## src/rtl/fetch_pkg.sv

```systemverilog
// Shared types and constants for the instruction-fetch stage.
//   entry_state_t : lifecycle of one fetch-queue slot (EMPTY -> PENDING -> FILLED)
//   fetch_entry_t : one queue slot {state, pc, inst}
//   PC_STEP       : byte distance between consecutive instruction words
//   wrap_idx      : circular index helper for the queue scan
package fetch_pkg;

    typedef enum logic [1:0] {
        EMPTY   = 2'd0,
        PENDING = 2'd1,
        FILLED  = 2'd2
    } entry_state_t;

    typedef struct packed {
        entry_state_t state;
        logic [31:0]  pc;
        logic [31:0]  inst;
    } fetch_entry_t;

    localparam logic [31:0] PC_STEP          = 32'd4;
    localparam logic [31:0] RESET_PC_DEFAULT = 32'h0000_0000;

    // (base + off) modulo depth, valid for base < depth and off < depth.
    function automatic int wrap_idx(input int base, input int off, input int depth);
        int sum;
        sum = base + off;
        if (sum >= depth) sum = sum - depth;
        return sum;
    endfunction

endpackage

```

## src/rtl/fetch_queue.sv

```systemverilog
// Circular buffer of fetch entries between instruction memory and ID.
// Ports:
//   clk, rst_n              : clock, asynchronous active-low reset
//   alloc, alloc_pc         : append a PENDING entry at tail with its PC
//   fill, fill_data         : write a returned word into the oldest PENDING entry
//   deq                     : retire the head entry (caller guarantees it is FILLED)
//   flush                   : empty the whole queue (wins over everything else)
//   count, pending          : occupied entries, entries still awaiting data
//   head_filled/pc/inst     : head entry view toward ID
module fetch_queue
    import fetch_pkg::*;
#(
    parameter int DEPTH = 2,
    localparam int PTR_W = $clog2(DEPTH),
    localparam int CNT_W = $clog2(DEPTH + 1)
) (
    input  logic             clk,
    input  logic             rst_n,
    input  logic             alloc,
    input  logic [31:0]      alloc_pc,
    input  logic             fill,
    input  logic [31:0]      fill_data,
    input  logic             deq,
    input  logic             flush,
    output logic [CNT_W-1:0] count,
    output logic [CNT_W-1:0] pending,
    output logic             head_filled,
    output logic [31:0]      head_pc,
    output logic [31:0]      head_inst
);

    fetch_entry_t     entries [DEPTH];
    logic [PTR_W-1:0] head;
    logic [PTR_W-1:0] tail;
    logic [PTR_W-1:0] fill_idx;
    logic             fill_hit;

    // Find the oldest PENDING entry (scan from head) and count PENDING entries.
    // NOTE: every variable written here gets a default first so no latch is inferred.
    always_comb begin
        fill_idx = '0;
        fill_hit = 1'b0;
        pending  = '0;
        for (int i = 0; i < DEPTH; i++) begin
            if (entries[i].state == PENDING) pending = pending + CNT_W'(1);
        end
        for (int i = 0; i < DEPTH; i++) begin
            int j;
            j = wrap_idx(int'(head), i, DEPTH);
            if (!fill_hit && entries[j].state == PENDING) begin
                fill_hit = 1'b1;
                fill_idx = PTR_W'(j);
            end
        end
    end

    // NOTE: the entry array is a handful of flops, not a RAM, so it is reset
    // outright; clearing the payload keeps inst/inst_pc deterministic.
    always_ff @(posedge clk or negedge rst_n) begin
        if (!rst_n) begin
            head  <= '0;
            tail  <= '0;
            count <= '0;
            for (int i = 0; i < DEPTH; i++) begin
                entries[i] <= '{state: EMPTY, pc: 32'h0, inst: 32'h0};
            end
        end else if (flush) begin
            head  <= '0;
            tail  <= '0;
            count <= '0;
            for (int i = 0; i < DEPTH; i++) begin
                entries[i].state <= EMPTY;
            end
        end else begin
            // Fill targets a PENDING slot, alloc an EMPTY one, deq a FILLED one,
            // so the three updates never touch the same entry.
            if (fill && fill_hit) begin
                entries[fill_idx].state <= FILLED;
                entries[fill_idx].inst  <= fill_data;
            end
            if (alloc) begin
                entries[tail] <= '{state: PENDING, pc: alloc_pc, inst: 32'h0};
                tail          <= (tail == PTR_W'(DEPTH - 1)) ? '0 : tail + PTR_W'(1);
            end
            if (deq) begin
                entries[head].state <= EMPTY;
                head                <= (head == PTR_W'(DEPTH - 1)) ? '0 : head + PTR_W'(1);
            end
            // NOTE: sequential state uses non-blocking assignments so every
            // right-hand side sees the pre-edge values.
            count <= count + CNT_W'(alloc) - CNT_W'(deq);
        end
    end

    assign head_filled = (entries[head].state == FILLED);
    assign head_pc     = entries[head].pc;
    assign head_inst   = entries[head].inst;

endmodule

```

## src/rtl/fetch_unit.sv

```systemverilog
// Instruction-fetch stage: PC register, in-order word requests to instruction
// memory, response drop counter for flushed requests, and a fetch_queue that
// presents words with their PCs to ID over valid/ready.
// Ports:
//   clk, rst_n                          : clock, asynchronous active-low reset
//   imem_req/addr/gnt                   : request channel to instruction memory
//   imem_rvalid/rdata                   : in-order response channel
//   redirect, redirect_pc               : flush and restart fetch at a new target
//   inst_valid/ready, inst, inst_pc     : handshake toward ID
//   misalign                            : misaligned redirect target fault
// Configuration: define FETCH_MISALIGN_CHK_EN to flag misaligned redirect targets
// (sticky until an aligned redirect); otherwise the low two target bits are
// dropped and misalign stays 0.
module fetch_unit
    import fetch_pkg::*;
#(
    parameter int          DEPTH    = 2,
    parameter logic [31:0] RESET_PC = RESET_PC_DEFAULT
) (
    input  logic        clk,
    input  logic        rst_n,
    output logic        imem_req,
    output logic [31:0] imem_addr,
    input  logic        imem_gnt,
    input  logic        imem_rvalid,
    input  logic [31:0] imem_rdata,
    input  logic        redirect,
    input  logic [31:0] redirect_pc,
    output logic        inst_valid,
    input  logic        inst_ready,
    output logic [31:0] inst,
    output logic [31:0] inst_pc,
    output logic        misalign
);

    localparam int CNT_W = $clog2(DEPTH + 1);

    logic [31:0]      pc;
    logic             active;      // low only in the cycle reset releases
    logic [CNT_W-1:0] drop_cnt;    // responses still owed for flushed requests
    logic [CNT_W-1:0] drop_nxt;
    logic [CNT_W-1:0] q_count;
    logic [CNT_W-1:0] q_pending;
    logic [CNT_W:0]   in_flight;
    logic             head_filled;
    logic             alloc;
    logic             fill;
    logic             deq;
    logic [31:0]      target;
    logic             target_bad;
    logic             misalign_q;

`ifdef FETCH_MISALIGN_CHK_EN
    assign target     = redirect_pc;
    assign target_bad = |redirect_pc[1:0];
`else
    assign target     = redirect_pc & 32'hFFFF_FFFC;
    assign target_bad = 1'b0;
`endif

    // Queue slots plus responses owed to flushed requests bound the requests
    // that may be outstanding at once.
    assign in_flight = {1'b0, q_count} + {1'b0, drop_cnt};
    assign imem_req  = active && (in_flight < (CNT_W + 1)'(DEPTH)) && !redirect && !misalign_q;
    assign alloc     = imem_req && imem_gnt;
    assign fill      = imem_rvalid && (drop_cnt == '0) && !redirect;
    assign inst_valid = head_filled && !redirect;
    assign deq       = inst_valid && inst_ready;

    // On redirect every PENDING entry becomes a response to drop, except that a
    // response arriving in the redirect cycle itself is consumed right away.
    always_comb begin
        drop_nxt = drop_cnt;
        if (redirect) begin
            drop_nxt = drop_cnt + q_pending;
            if (imem_rvalid && drop_nxt != '0) drop_nxt = drop_nxt - CNT_W'(1);
        end else if (imem_rvalid && drop_cnt != '0) begin
            drop_nxt = drop_cnt - CNT_W'(1);
        end
    end

    always_ff @(posedge clk or negedge rst_n) begin
        if (!rst_n) begin
            pc         <= RESET_PC;
            active     <= 1'b0;
            drop_cnt   <= '0;
            misalign_q <= 1'b0;
        end else begin
            active   <= 1'b1;
            drop_cnt <= drop_nxt;
            if (redirect) begin
                pc         <= target;
                misalign_q <= target_bad;
            end else if (alloc) begin
                pc <= pc + PC_STEP;
            end
        end
    end

    fetch_queue #(.DEPTH(DEPTH)) u_queue (
        .clk         (clk),
        .rst_n       (rst_n),
        .alloc       (alloc),
        .alloc_pc    (pc),
        .fill        (fill),
        .fill_data   (imem_rdata),
        .deq         (deq),
        .flush       (redirect),
        .count       (q_count),
        .pending     (q_pending),
        .head_filled (head_filled),
        .head_pc     (inst_pc),
        .head_inst   (inst)
    );

    assign imem_addr = pc;
    assign misalign  = misalign_q;

endmodule

```

## config.mk

```make
export PLATFORM = sky130hd
export DESIGN_NAME = fetch_unit
export DESIGN_NICKNAME = d
export VERILOG_FILES = /design/src/rtl/fetch_pkg.sv /design/src/rtl/fetch_queue.sv /design/src/rtl/fetch_unit.sv
export SDC_FILE = /design/constraint.sdc
export NUM_CORES = 1
export LEC_CHECK = 0
export ABC_AREA = 1
export CAP_MARGIN = 40
export CELL_PAD_IN_SITES_DETAIL_PLACEMENT = 0
export CELL_PAD_IN_SITES_GLOBAL_PLACEMENT = 1
export CORE_ASPECT_RATIO = 1.4
export CORE_MARGIN = 2
export CORE_UTILIZATION = 34
export DETAILED_ROUTE_END_ITERATION = 16
export GPL_ROUTABILITY_DRIVEN = 0
export GPL_TIMING_DRIVEN = 0
export PLACE_DENSITY_LB_ADDON = 0.3
export SLEW_MARGIN = 10
export SYNTH_ARGS = -nofsm -noshare
export SYNTH_HDL_FRONTEND = slang
export SYNTH_SLANG_ARGS = --single-unit
```

## constraint.sdc

```tcl
create_clock -name clk -period 2.1 [get_ports clk]
set_input_delay 0.42 -clock clk [delete_from_list [all_inputs] [get_ports clk]]
set_output_delay 0.42 -clock clk [all_outputs]
set_load 0.02 [all_outputs]
```

-- Yosys cells after proc, flatten, opt, wreduce, memory -nomap -nowiden
Index checks and enable logic that the tools add are counted.
- word-level logic and storage cells: 116
- register bits: 171
- muxes and demuxes: 48
- $add $sub $neg: 13
- eq/ne operators: 5
- reduce and logical (&&, ||, !) cells: 22
- bitwise operators: 5
- magnitude comparators: 11
- operators with widths (operator ; count):
    66-bit two-way mux ; 12
    132-bit two-way mux ; 5
    132-bit bitwise mux ; 4
    66-bit demux with 1-bit select ; 4
    32-bit two-way mux ; 5
    32-bit by 2-bit >= comparator with 1-bit output, second input constant ; 2
    32-bit NOT ; 2
    32-bit by 3-bit adder with 32-bit output, second input constant ; 1
    32-bit by 3-bit >= comparator with 1-bit output, second input constant ; 1
    32-bit by 3-bit subtractor with 32-bit output, second input constant ; 1
    1-bit logical AND ; 14
    2-bit two-way mux ; 7
    1-bit two-way mux ; 11
    2-bit nonzero test ; 5
    2-bit by 1-bit == test with 1-bit output, second input constant ; 4
    2-bit >= comparator, second input constant ; 3
    2-bit by 1-bit less-than comparator with 1-bit output, second input constant ; 3
    1-bit NOT with 2-bit output ; 3
    1-bit by 1-bit adder with 2-bit output, second input constant ; 2
    2-bit by 1-bit subtractor with 2-bit output, second input constant ; 2
    2-bit by 2-bit adder with 3-bit output ; 1
    3-bit by 2-bit less-than comparator with 1-bit output, second input constant ; 1
    1-bit by 2-bit subtractor with 3-bit output, second input constant ; 1
    1-bit adder, second input constant ; 2
    other kinds (7) ; 8

-- Longest topological paths before layout
- depth after elaboration: 26
- depth in mapped cells: 13
- mapped depth without buffers: 12

-- By module
From an unflattened synthesis, not the netlist that was laid out.
- cell total of the unflattened synthesis: 1390
- area, all modules: 9773.1 µm²
- by module, submodules not included (module ; area each (µm²) ; instances ; cells each):
    fetch_queue ; 7190.6 ; 1 ; 998
    fetch_unit ; 2582.5 ; 1 ; 392

-- Least setup slack after synthesis
OpenSTA, ideal clock, no wires.
- path kind: flip-flop to flip-flop
- start: register drop_cnt[0]
- end: register u_queue.count[1]
- stages on the path, launching flop included: 11
- arrival: 1.964 ns
- setup time: 0.132 ns
- clock period less this slack: 2.095 ns
- setup slack: 0.005 ns
- path buffers: 1
- data required time: 1.968 ns
- cells stage by stage: dfrtp_1 -> nand2_1 -> inv_1 -> fa_1 -> nor2_1 -> nand3_4 -> clkinv_1 -> buf_2 -> ha_1 -> xor2_1 -> nor2_1
- cells in the longest elaborated chain, start to end: 8
- ends and longest elaborated chain (item ; RTL line ; text):
    start: declaration ; fetch_unit.sv:40 ; logic [CNT_W-1:0] drop_cnt;
    start signal: assignment ; fetch_unit.sv:90 ; drop_cnt <= drop_nxt;
    2-bit by 2-bit adder with 3-bit output ; fetch_unit.sv:63 ; assign in_flight = {1'b0, q_count} + {1'b0, drop_cnt};
    3-bit by 2-bit less-than comparator with 1-bit output ; fetch_unit.sv:64 ; assign imem_req = active && (in_flight < (CNT_W + 1)'(DEPTH)) && !redirect && !misalign_q;
    1-bit logical AND (2 in series) ; fetch_unit.sv:64 ;
    1-bit logical AND ; fetch_unit.sv:65 ; assign alloc = imem_req && imem_gnt;
    2-bit by 1-bit adder with 2-bit output ; fetch_queue.sv:91 ; count <= count + CNT_W'(alloc) - CNT_W'(deq);
    2-bit by 1-bit subtractor with 2-bit output ; fetch_queue.sv:91 ;
    2-bit two-way mux ; fetch_queue.sv:67 ; end else if (flush) begin
    end signal: assignment ; fetch_queue.sv:91 ;
    end: declaration ; fetch_queue.sv:25 ; output logic [CNT_W-1:0] count,
No other way between the ends.
A chain may end at the register's enable or synchronous reset.

-- Worst setup path after layout
- start: register drop_cnt[0]
- end: output imem_req
- cells in the longest elaborated chain, start to end: 4
- ends and longest elaborated chain (item ; RTL line ; text):
    2-bit by 2-bit adder with 3-bit output ; fetch_unit.sv:63 ;
    3-bit by 2-bit less-than comparator with 1-bit output ; fetch_unit.sv:64 ;
    1-bit logical AND (2 in series) ; fetch_unit.sv:64 ;
    end: declaration ; fetch_unit.sv:22 ; output logic imem_req,
No other way between the ends.

==> results.py <==
metrics = {
    "timing": {
        "rsz0062_at_grt": "true",
        "hold_violations": 3,
        "whs_ns": -0.0136,
        "max_freq_mhz": 457,
        "finalSetupViolations": 48,
        "maxSlewViolCount": 0,
        "period_share_pct": 104,
        "setup_ws_ns": -0.0896,
        "fin_setup_tns_ns": -2.54,
        "fin_worst_skew_ns": 0.0106,
        "min_period_ns": 2.19,
        "slew_headroom_pct": 49.3,
        "tightest_slew_ns": 0.760,
    },
    "logic_synthesis": {
        "synth_top_area_share_pct": 48.2,
        "synth_seq_cells": 165,
        "yosysWarnings": 0,
        "async_flop_share_pct": 100,
        "synth_edf_count": 0,
        "yosysUniqueCellTypes": 34,
        "synth_ff_type": "dfrtp_1",
        "netlist_area_sq_mm": 0.00857,
        "syn_inst": 1169,
        "ys_top_cells_by_count": "nand2_1 (507), dfrtp_1 (165), inv_1 (100)",
        "synth_area_per_cell_sq_um": 7.33,
        "yosysSeqAreaShare_pct": 48.2,
        "synth.top_cells.by_area": "dfrtp_1 (48%), nand2_1 (22%), o21ai_0 (5.7%)",
        "yosysTopAreaCell": "dfrtp_1",
        "yosysMostFrequentCell": "nand2_1",
    },
    "global_routing": {
        "grt_max_degree": 92,
        "top_usage_layer": "met2",
        "gr-total-overflow": 0,
        "antenna_found_initial": 0,
        "track_usage_pct": 21.8,
        "grt.met3_usage_pct": 3.81,
        "grt_use_met2_pct": 39.7,
        "grt_pass1_wl_mm": 44.9,
        "grt_pass1_vias": 8232,
        "grt_util_met1_pct": 25.6,
    },
    "pwr": {
        "vdd_drop_max_mv": 0.593,
        "powerDensity_mw_per_mm2": 913,
        "p_leak_nw": 6.24,
    },
    "drt": {
        "wire_per_inst_um": 17.1,
        "vias": 8351,
        "dr.pass1.iters": 7,
        "wl_mm": 29.5,
        "via_per_inst": 4.86,
        "drtAntennaViolNets": 0,
        "drc": 0,
        "drtIter0Drc": 524,
    },
    "setup_path": {
        "cpPeakStageDelay_ns": 0.39,
        "reg2reg_to": "u_queue.entries[24]",
        "cp_slowest_cell": "dfrtp_1",
        "required_ns": 1.68,
        "cp_max_fo": 2,
        "worstPathCellList": "nand2_1, inv_1, fa_2, nor4_2, buf_2",
        "start_kind": "flip-flop",
        "r2r-start": "drop_cnt[0]",
        "regToRegSetupSlack_ns": -0.08,
        "critPathArrivalTime_ns": 1.77,
        "critPathCaptureType": "primary output",
        "ff2ff_path_depth": 13,
        "worstSetupPathType": "flip-flop to primary output",
    },
    "layout": {
        "fin_area_sq_mm": 0.0125,
        "finish.utilization_pct": 50.5,
        "antenna_cells": 0,
        "fillCellCount": 2482,
        "syn2layout_area_growth_pct": 45.4,
        "nets": 1468,
        "layout.cells.non_filler": 1718,
        "drive_gt1_share_pct": 24.4,
    },
    "die": {
        "start_util_pct": 34.7,
        "core_area_sq_mm": 0.0247,
        "die_x_um": 138,
        "io_pins": 169,
        "die_area_sq_mm": 0.0265,
        "fp-row-count": 68,
        "die_h_um": 192,
    },
    "place": {
        "port_buffers": 161,
        "placed_area_sq_mm": 0.0106,
        "hpwl_mm": 20.4,
        "placedCellCount": 1650,
    },
    "status": {
        "status": "finished, violations left",
        "violations": "negative hold slack, negative setup slack",
    },
    "job": {
        "maxCapViolCount": 0,
    },
    "cts": {
        "cts_tree": "yes",
        "path_clk_slew_ns": 0.06,
        "cts.sinks": 165,
        "cts_buffer_depth": 2,
        "ctsHoldBuffers": 0,
        "h-tree-depth": 4,
        "cts_inserted_buffers": 17,
        "cts_root_buf": "clkbuf_16",
        "clk_latency_ns": 0.43,
    },
    "worst_hold_path": {
        "hold_class": "input pin to async pin",
    },
}
## logic make-up after synthesis
| group | Yosys count | synth area share [%] |
|---|---|---|
| other | 2 | 0.0877 |
| AND/OR/NAND/NOR | 685 | 33.0 |
| buffers and inverters | 165 | 8.35 |
| adder cells (fa/ha/maj) | 8 | 1.26 |
| XOR/XNOR | 9 | 0.920 |
| flip-flops | 165 | 48.2 |
| AO/OA/AOI/OAI | 135 | 8.18 |
## state kept, by name, indices dropped and copies added (netlist names)
register / cells
u_queue.head: 1
u_queue.entries: 128
u_queue.tail: 1
drop_cnt: 2
imem_addr: 30
u_queue.count: 2
active: 1
## power breakdown
part,internal [W],switching (W)
Clock,0.00223,0.00136
Sequential,0.00386,0.000506
Combinational,0.00143,0.00200
## cell usage in the layout (no fill, tap or decap), types with 3 or more instances in the layout
cell             count
clkbuf_8             4
clkdlybuf4s50_1     94
clkinv_2             3
nand3_1             81
nor2_1              55
inv_2                5
inv_1               97
nand2_1            431
o21ai_1             32
buf_12              13
nand2_2             61
buf_2               56
nor2_4               3
ha_1                 5
buf_4               27
conb_1               6
o21ai_0             70
inv_6                3
bufinv_16            6
clkbuf_16           25
o211ai_1             6
nand2_4             21
nand3_2             15
dfrtp_1            158
clkbuf_4             3
clkdlybuf4s15_2     11
clkbuf_1             3
a21oi_2              3
buf_6               21
a21oi_1              3
xor2_1               7
nor2_2               5
nand3_4              3
dfrtp_2              7
o21ai_2             15
buf_8               14
## worst max-delay path by stage
stage | to | cells after the start | from | slack (ns)
2_1_floorplan | u_queue.count[1] | 10 | drop_cnt[0] | 0.005
3_3_place_gp | u_queue.entries[122] | 1 | rst_n | -6.70
3_5_place_dp | inst_valid | 5 | redirect | -1.21
4_1_cts | imem_req | 5 | drop_cnt[0] | -0.14
5_1_grt | imem_req | 5 | drop_cnt[0] | -0.19
6_report | imem_req | 5 | drop_cnt[0] | -0.09
## critical path, delay by kind of cell, from the launching register on
family | cells | cell delay, ns
adder cells (fa/ha/maj) | 1 | 0.37
buffers and inverters | 2 | 0.25
flip-flops | 1 | 0.39
AND/OR/NAND/NOR | 2 | 0.33
## repair_timing
action / CTS / global route
setup endpoints to repair: 227 / 165
gates cloned: 0 / 8
gates resized for setup: 368 / 273
setup buffers: 14 / 17
pin swaps: 7 / 17
## cell type report
type                    instances  area (sq um)  share of cell area, %
inverters                     107           427                   3.42
repair buffers                199          1880                   15.1
multi-input cells             843          4250                   34.1
clock inverters                13           228                   1.83
plain buffers                  57           702                   5.63
flip-flops and latches        165          4140                   33.2
well taps                     315           394                   3.16
clock buffers                  19           433                   3.47
## stage by stage
stage / total power [W] / hold WS [ns] / setup WS, ns
6_report: 0.0114 / -0.0136 / -0.0896
5_1_grt: 0.0120 / 0.0350 / -0.190
4_1_cts: 0.0111 / 0.0479 / -0.144
3_5_place_dp: 0.00755 / 0.459 / -1.21
3_3_place_gp: 0.00751 / 0.455 / -6.70
2_1_floorplan: 0.00598 / 0.124 / 0.00458
## per-layer routing
layer	vias to the layer above	wire (um)
li1	4086	-
met2	251	15400
met5	-	0
met3	56	1320
met1	3958	11800
met4	0	916
Note: power is estimated with default switching activity, not from simulation.
